<file path="src/rtl/id_ex_pipeline_register.sv">
// ---------------------------------------------------------------------------
// id_ex_pipeline_register
//   ID/EX pipeline register of a five-stage RISC core. Each advancing clock
//   takes one of three actions, highest priority first:
//     flush : a bubble is loaded because EX resolved a taken branch or jump
//     stall : a bubble is loaded because hazard detection holds ID
//     pass  : the ID-stage fields are copied into the EX slot
//   The block also keeps saturating statistics counters and a stall watchdog
//   that raises a sticky error after STALL_LIMIT consecutive stalls.
//
// Ports
//   CLK, CLR_N            clock, asynchronous active-low reset
//   EN                    global advance enable (0 freezes everything)
//   Stall_PC_ID, Flush    bubble requests (Flush has priority)
//   Cnt_Clr               synchronous clear of counters and Stall_Err
//   *_in / *_out          ID-stage fields and their registered EX copies
//   Valid_out, Bubble_out EX slot holds a real instruction / a bubble
//   Stall_Cnt, Flush_Cnt, Instr_Cnt   saturating statistics counters
//   Stall_Err             sticky stall-watchdog flag
// ---------------------------------------------------------------------------
module id_ex_pipeline_register #(
    parameter int DATA_W      = 32,
    parameter int CNT_W       = 16,
    parameter int STALL_LIMIT = 3
) (
    input  logic              CLK,
    input  logic              CLR_N,
    input  logic              EN,
    input  logic              Stall_PC_ID,
    input  logic              Flush,
    input  logic              Cnt_Clr,
    input  logic [DATA_W-1:0] PC_in,
    input  logic [DATA_W-1:0] IR_in,
    input  logic [DATA_W-1:0] R1_in,
    input  logic [DATA_W-1:0] R2_in,
    input  logic [DATA_W-1:0] Imm_in,
    input  logic [4:0]        WAdr_in,
    input  logic              R1_CF_in,
    input  logic              R2_CF_in,
    input  logic              RegWrite_in,
    input  logic              MemWrite_in,
    input  logic              MemToReg_in,
    input  logic              AluSrc_in,
    input  logic              Halt_in,
    input  logic [3:0]        AluOp_in,
    output logic [DATA_W-1:0] PC_out,
    output logic [DATA_W-1:0] IR_out,
    output logic [DATA_W-1:0] R1_out,
    output logic [DATA_W-1:0] R2_out,
    output logic [DATA_W-1:0] Imm_out,
    output logic [4:0]        WAdr_out,
    output logic              R1_CF_out,
    output logic              R2_CF_out,
    output logic              RegWrite_out,
    output logic              MemWrite_out,
    output logic              MemToReg_out,
    output logic              AluSrc_out,
    output logic              Halt_out,
    output logic [3:0]        AluOp_out,
    output logic              Valid_out,
    output logic              Bubble_out,
    output logic [CNT_W-1:0]  Stall_Cnt,
    output logic [CNT_W-1:0]  Flush_Cnt,
    output logic [CNT_W-1:0]  Instr_Cnt,
    output logic              Stall_Err
);

    localparam int RUN_W = (STALL_LIMIT < 1) ? 1 : $clog2(STALL_LIMIT + 1);
    localparam logic [RUN_W-1:0] RUN_MAX = RUN_W'(STALL_LIMIT);

    typedef enum logic {RUN = 1'b0, ERR = 1'b1} wd_state_t;

    wd_state_t        wd_state;
    logic [RUN_W-1:0] run_cnt;
    logic [RUN_W-1:0] run_inc;
    logic             do_flush;
    logic             do_stall;
    logic             do_pass;

    function automatic logic [CNT_W-1:0] sat_inc(input logic [CNT_W-1:0] v);
        return (&v) ? v : v + CNT_W'(1);
    endfunction

    // Flush wins over stall: a bubble from a flush is never counted as a stall.
    assign do_flush = Flush;
    assign do_stall = !Flush && Stall_PC_ID;
    assign do_pass  = !Flush && !Stall_PC_ID;

    assign run_inc = (run_cnt == RUN_MAX) ? run_cnt : run_cnt + RUN_W'(1);

    // Pipeline register
    always_ff @(posedge CLK or negedge CLR_N) begin
        if (!CLR_N) begin
            PC_out       <= '0;
            IR_out       <= '0;
            R1_out       <= '0;
            R2_out       <= '0;
            Imm_out      <= '0;
            WAdr_out     <= '0;
            R1_CF_out    <= 1'b0;
            R2_CF_out    <= 1'b0;
            RegWrite_out <= 1'b0;
            MemWrite_out <= 1'b0;
            MemToReg_out <= 1'b0;
            AluSrc_out   <= 1'b0;
            Halt_out     <= 1'b0;
            AluOp_out    <= '0;
            Valid_out    <= 1'b0;
            Bubble_out   <= 1'b0;
        end else if (EN) begin
            // PC follows even into a bubble so a debug trace can see where
            // the bubble was inserted. Operand/immediate data is harmless in
            // a bubble because every control bit that could use it is zero.
            PC_out  <= PC_in;
            R1_out  <= R1_in;
            R2_out  <= R2_in;
            Imm_out <= Imm_in;
            if (do_pass) begin
                IR_out       <= IR_in;
                WAdr_out     <= WAdr_in;
                R1_CF_out    <= R1_CF_in;
                R2_CF_out    <= R2_CF_in;
                RegWrite_out <= RegWrite_in;
                MemWrite_out <= MemWrite_in;
                MemToReg_out <= MemToReg_in;
                AluSrc_out   <= AluSrc_in;
                Halt_out     <= Halt_in;
                AluOp_out    <= AluOp_in;
                Valid_out    <= 1'b1;
                Bubble_out   <= 1'b0;
            end else begin
                IR_out       <= '0;
                WAdr_out     <= '0;
                R1_CF_out    <= 1'b0;
                R2_CF_out    <= 1'b0;
                RegWrite_out <= 1'b0;
                MemWrite_out <= 1'b0;
                MemToReg_out <= 1'b0;
                AluSrc_out   <= 1'b0;
                Halt_out     <= 1'b0;
                AluOp_out    <= '0;
                Valid_out    <= 1'b0;
                Bubble_out   <= 1'b1;
            end
        end
    end

    // Statistics counters
    always_ff @(posedge CLK or negedge CLR_N) begin
        if (!CLR_N) begin
            Stall_Cnt <= '0;
            Flush_Cnt <= '0;
            Instr_Cnt <= '0;
        end else if (EN) begin
            if (Cnt_Clr) begin
                Stall_Cnt <= '0;
                Flush_Cnt <= '0;
                Instr_Cnt <= '0;
            end else begin
                if (do_flush) Flush_Cnt <= sat_inc(Flush_Cnt);
                if (do_stall) Stall_Cnt <= sat_inc(Stall_Cnt);
                if (do_pass)  Instr_Cnt <= sat_inc(Instr_Cnt);
            end
        end
    end

    // Stall watchdog: run counter plus RUN/ERR state with a registered flag
    always_ff @(posedge CLK or negedge CLR_N) begin
        if (!CLR_N) begin
            run_cnt   <= '0;
            wd_state  <= RUN;
            Stall_Err <= 1'b0;
        end else if (EN) begin
            // The run counter tracks consecutive stall actions only; it is
            // independent of Cnt_Clr.
            run_cnt <= do_stall ? run_inc : '0;
            case (wd_state)
                RUN: begin
                    if (!Cnt_Clr && do_stall && run_inc == RUN_MAX) begin
                        wd_state  <= ERR;
                        Stall_Err <= 1'b1;
                    end
                end
                ERR: begin
                    if (Cnt_Clr) begin
                        wd_state  <= RUN;
                        Stall_Err <= 1'b0;
                    end
                end
                default: begin
                    wd_state  <= RUN;
                    Stall_Err <= 1'b0;
                end
            endcase
        end
    end

endmodule

</file>
<file path="config.mk">
export PLATFORM = sky130hd
export DESIGN_NAME = id_ex_pipeline_register
export DESIGN_NICKNAME = d
export VERILOG_FILES = /design/src/rtl/id_ex_pipeline_register.sv
export SDC_FILE = /design/constraint.sdc
export NUM_CORES = 1
export LEC_CHECK = 0
export BUFFER_PORTS_ARGS = -buffer_cell sky130_fd_sc_hd__buf_2
export CAP_MARGIN = 10
export CORE_AREA = 4 4 157 159
export CTS_CLUSTER_DIAMETER = 50
export DETAILED_ROUTE_END_ITERATION = 8
export DIE_AREA = 0 0 161 163
export PLACE_DENSITY = 0.71
export SLEW_MARGIN = 20
export SYNTH_ARGS = -nofsm -noshare
export SYNTH_HDL_FRONTEND = slang
export SYNTH_SLANG_ARGS = --single-unit
</file>
<file path="constraint.sdc">
create_clock -name CLK -period 2.1 [get_ports CLK]
set_input_delay 0.315 -clock CLK [delete_from_list [all_inputs] [get_ports CLK]]
set_output_delay 0.315 -clock CLK [all_outputs]
set_load 0.02 [all_outputs]
</file>
==> summary.md <==
| Metric | Value |
|---|---|
| Outcome | `completed` |
| # Max-Cap Violations | `0` |
| Peak supply drop | `0.657 mV` |
| Period utilization | `95.9%` |
| CP Class | `reg -> reg` |
| Post-synth net total | `1,019` |
| Rel. slew slack | `60.3%` |
| Syn avg cell area | `11.7 sq um` |
| Vias per inst | `5.05` |
| Number of antenna violations at the first check in global routing | `2` |
| Syn. warnings | `0` |
| Setup Viol. Count Final | `0` |
| Initial DRC count | `538` |
| Maximum clock rate | `496 MHz` |
| Core Rows | `56` |
| Total length of routed wires | `32.7 mm` |
| Setup TNS | `0 ns` |
| Layout cell share with drive strength beyond 1 | `43.7%` |
| Clk root buf | `clkbuf_16` |
| Later-pin clock latency in the skew report | `0.53 ns` |
| Tmin final | `2.01 ns` |
| Total GRT Usage | `23.9%` |
| Synthesized area | `9750 sq um` |
| Critical Path AT | `2.46 ns` |
| CP required | `2.54 ns` |
| Max Transition Viols Final | `0` |
| Worst-Margin Slew | `0.595 ns` |
| Final Hold Viols | `0` |
| GPL Wtd Cong | `0.867` |
| Post-synth ARST share | `100%` |
| Skew final | `0.00885 ns` |
| DRT antenna net count | `0` |
| Starting density of the core | `41.9%` |
| HPWL after detailed placement | `20.5 mm` |
| Die width | `161 microns` |
| RSZ-0062 raised after global routing | `no` |
| Min-Delay Path Class | `in -> reg` |
| Via count | `8,821` |
| Post-CTS Setup Inserts | `0` |
| Cell count after synthesis | `834` |
| Startpoint Class | `flop` |
| Top-Level Pins | `409` |
| First-pass GRT wire length | `50.9 mm` |
| Core footprint | `23,300 sq um` |
| EDFF count, synth | `0` |
| Yosys reg bits | `230` |
| Grt ovf | `0` |
| DR pass1 iterations | `5` |
| Num CTS Buffers | `30` |
| CTS Buffer Depth | `3` |
| Largest net degree at the start of global routing | `116` |
| Static leakage | `7.07 nW` |
| Sequential share of the synthesized area | `59.0%` |
| Nature of the critical path endpoint | `flop` |
| Final Core Density | `64.0%` |
| CTS tree | `done` |
| Syn-to-layout area delta | `52.8%` |
| Post-route DRC violation count | `0` |
| Clock slew at reported path FFs | `0.06 ns` |
| Die Span Y | `163 microns` |
| CTS H-tree depth | `1` |
| Drt wl/cell | `18.7 microns` |
| Count of cell types in the netlist | `54` |
| Pwr/cell area | `886 nW/um^2` |
| Top FF cell, synth | `dfrtp_1` |
| Number of global-route vias before repair | `9,542` |
| Die area | `26,200 sq um` |
| Post-layout nets | `1,589` |
| # clock sinks | `230` |
| IO buf count | `408` |
| Top fanout value on the critical path | `5` |
==> logic make-up after synthesis <==
family	count (synthesis)	synth area share [%]
adders and majority gates	3	0.385
xor gates and xnor gates	21	1.89
DFF	230	59.0
muxes	135	15.5
and+or+nand+nor	174	9.19
buffers and inverters	128	5.06
AOI/OAI and AO/OA	143	8.92
==> through the flow <==
| step | instance area (sq um) | total power [mW] | setup slack (ns) | cells | hold WS (ns) |
|---|---|---|---|---|---|
| 3_3_place_gp | 12300 | 7.48 | 0.147 | 1541 | 0.286 |
| 3_5_place_dp | 12300 | 7.55 | 0.109 | 1541 | 0.289 |
| 5_1_grt | 14900 | 13.8 | 0.0101 | 1748 | 0.00320 |
| 2_1_floorplan | 9750 | 6.52 | 0.0937 | 834 | 0.0194 |
| 6_report | 14900 | 13.2 | 0.0859 | 1748 | 0.0211 |
| 4_1_cts | 14900 | 13.2 | 0.0910 | 1746 | 0.0000216 |
==> worst paths after layout <==
check                        startpoint           end  slack [ns]  depth (start not counted)
min                          Imm_in[24]   Imm_out[24]        0.02                          2
max in group asynchronous         CLR_N    IR_out[28]        1.11                          3
max                        Flush_Cnt[1]  Flush_Cnt[1]        0.09                          6
max reg2reg                Flush_Cnt[1]  Flush_Cnt[1]        0.09                          6
min reg2reg                 Imm_out[28]   Imm_out[28]        0.50                          1
min in group asynchronous         CLR_N    IR_out[15]        0.32                          2
==> worst max-delay path, stage by stage, from the launching register on <==
cell	delay, ns
dfrtp_1	0.41
ha_1	0.23
nand3_1	0.13
or3_1	0.47
o21ai_2	0.19
mux2_2	0.35
o22ai_1	0.14
==> state kept, by name, summed over array words and instances (netlist names) <==
signal and cells:
AluOp_out 4, AluSrc_out 1, Bubble_out 1, Flush_Cnt 16, Halt_out 1, IR_out 32, Imm_out 32, Instr_Cnt 16
MemToReg_out 1, MemWrite_out 1, PC_out 32, R1_CF_out 1, R1_out 32, R2_CF_out 1, R2_out 32, RegWrite_out 1
Stall_Cnt 16, Stall_Err 1, Valid_out 1, WAdr_out 5, run_cnt 2, wd_state 1
==> timing repair <==
item / in CTS / in global routing
gates resized for setup: 0 / 2
hold buffers: 149 / 1
hold endpoints to repair: 200 / 1
endpoints found under the setup margin: 0 / 2
==> Yosys cell counts, types with 7 or more instances <==
cell / instances / area (sq um)
dfrtp_1: 230 / 5760
mux2_2: 129 / 1450
inv_1: 85 / 319
nand2_1: 72 / 270
o21ai_0: 62 / 310
o22ai_1: 32 / 200
clkbuf_1: 31 / 116
xnor2_1: 21 / 184
nand3_1: 15 / 75.1
nand4_1: 15 / 93.8
nor2_1: 15 / 56.3
a21oi_1: 12 / 60.1
nor3_1: 12 / 60.1
buf_2: 10 / 50.1
a31oi_1: 9 / 56.3
nor4_1: 7 / 43.8
==> layer usage <==
| metal | vias to the layer above | track usage, % | share of wire, % | wire [microns] |
|---|---|---|---|---|
| li1 | 4043 | - | - | - |
| met1 | 4250 | 28.1 | 38 | 12400 |
| met2 | 442 | 42.1 | 51 | 16500 |
| met3 | 84 | 6.33 | 8.1 | 2640 |
| met4 | 2 | 9.07 | 3.5 | 1130 |
| met5 | - | 0 | 0.040 | 13 |
==> report_power, final <==
group | internal (mW) | switching (mW)
logic | 1.07 | 1.41
registers | 4.88 | 0.386
clock network | 3.40 | 2.05
==> area by class of cell <==
class / instances / area, sq um
Tap cell: 319 / 399
Multi-Input combinational cell: 476 / 3520
Sequential cell: 230 / 5760
Inverter: 85 / 319
Clock inverter: 17 / 234
Timing Repair Buffer: 581 / 3810
Clock buffer: 39 / 856
Fill cell: 1719 / 8360
Antenna cell: 1 / 2.50
==> layout by cell type, fill, tap and decap left out, drive strengths merged, types with 21 or more instances in the layout <==
cell type / instances
dlygate4sd3: 150
nand2: 72
buf: 430
dfrtp: 230
clkbuf: 40
mux2: 129
o22ai: 32
xnor2: 21
inv: 87
o21ai: 63
(Power assumes the default switching activity.)
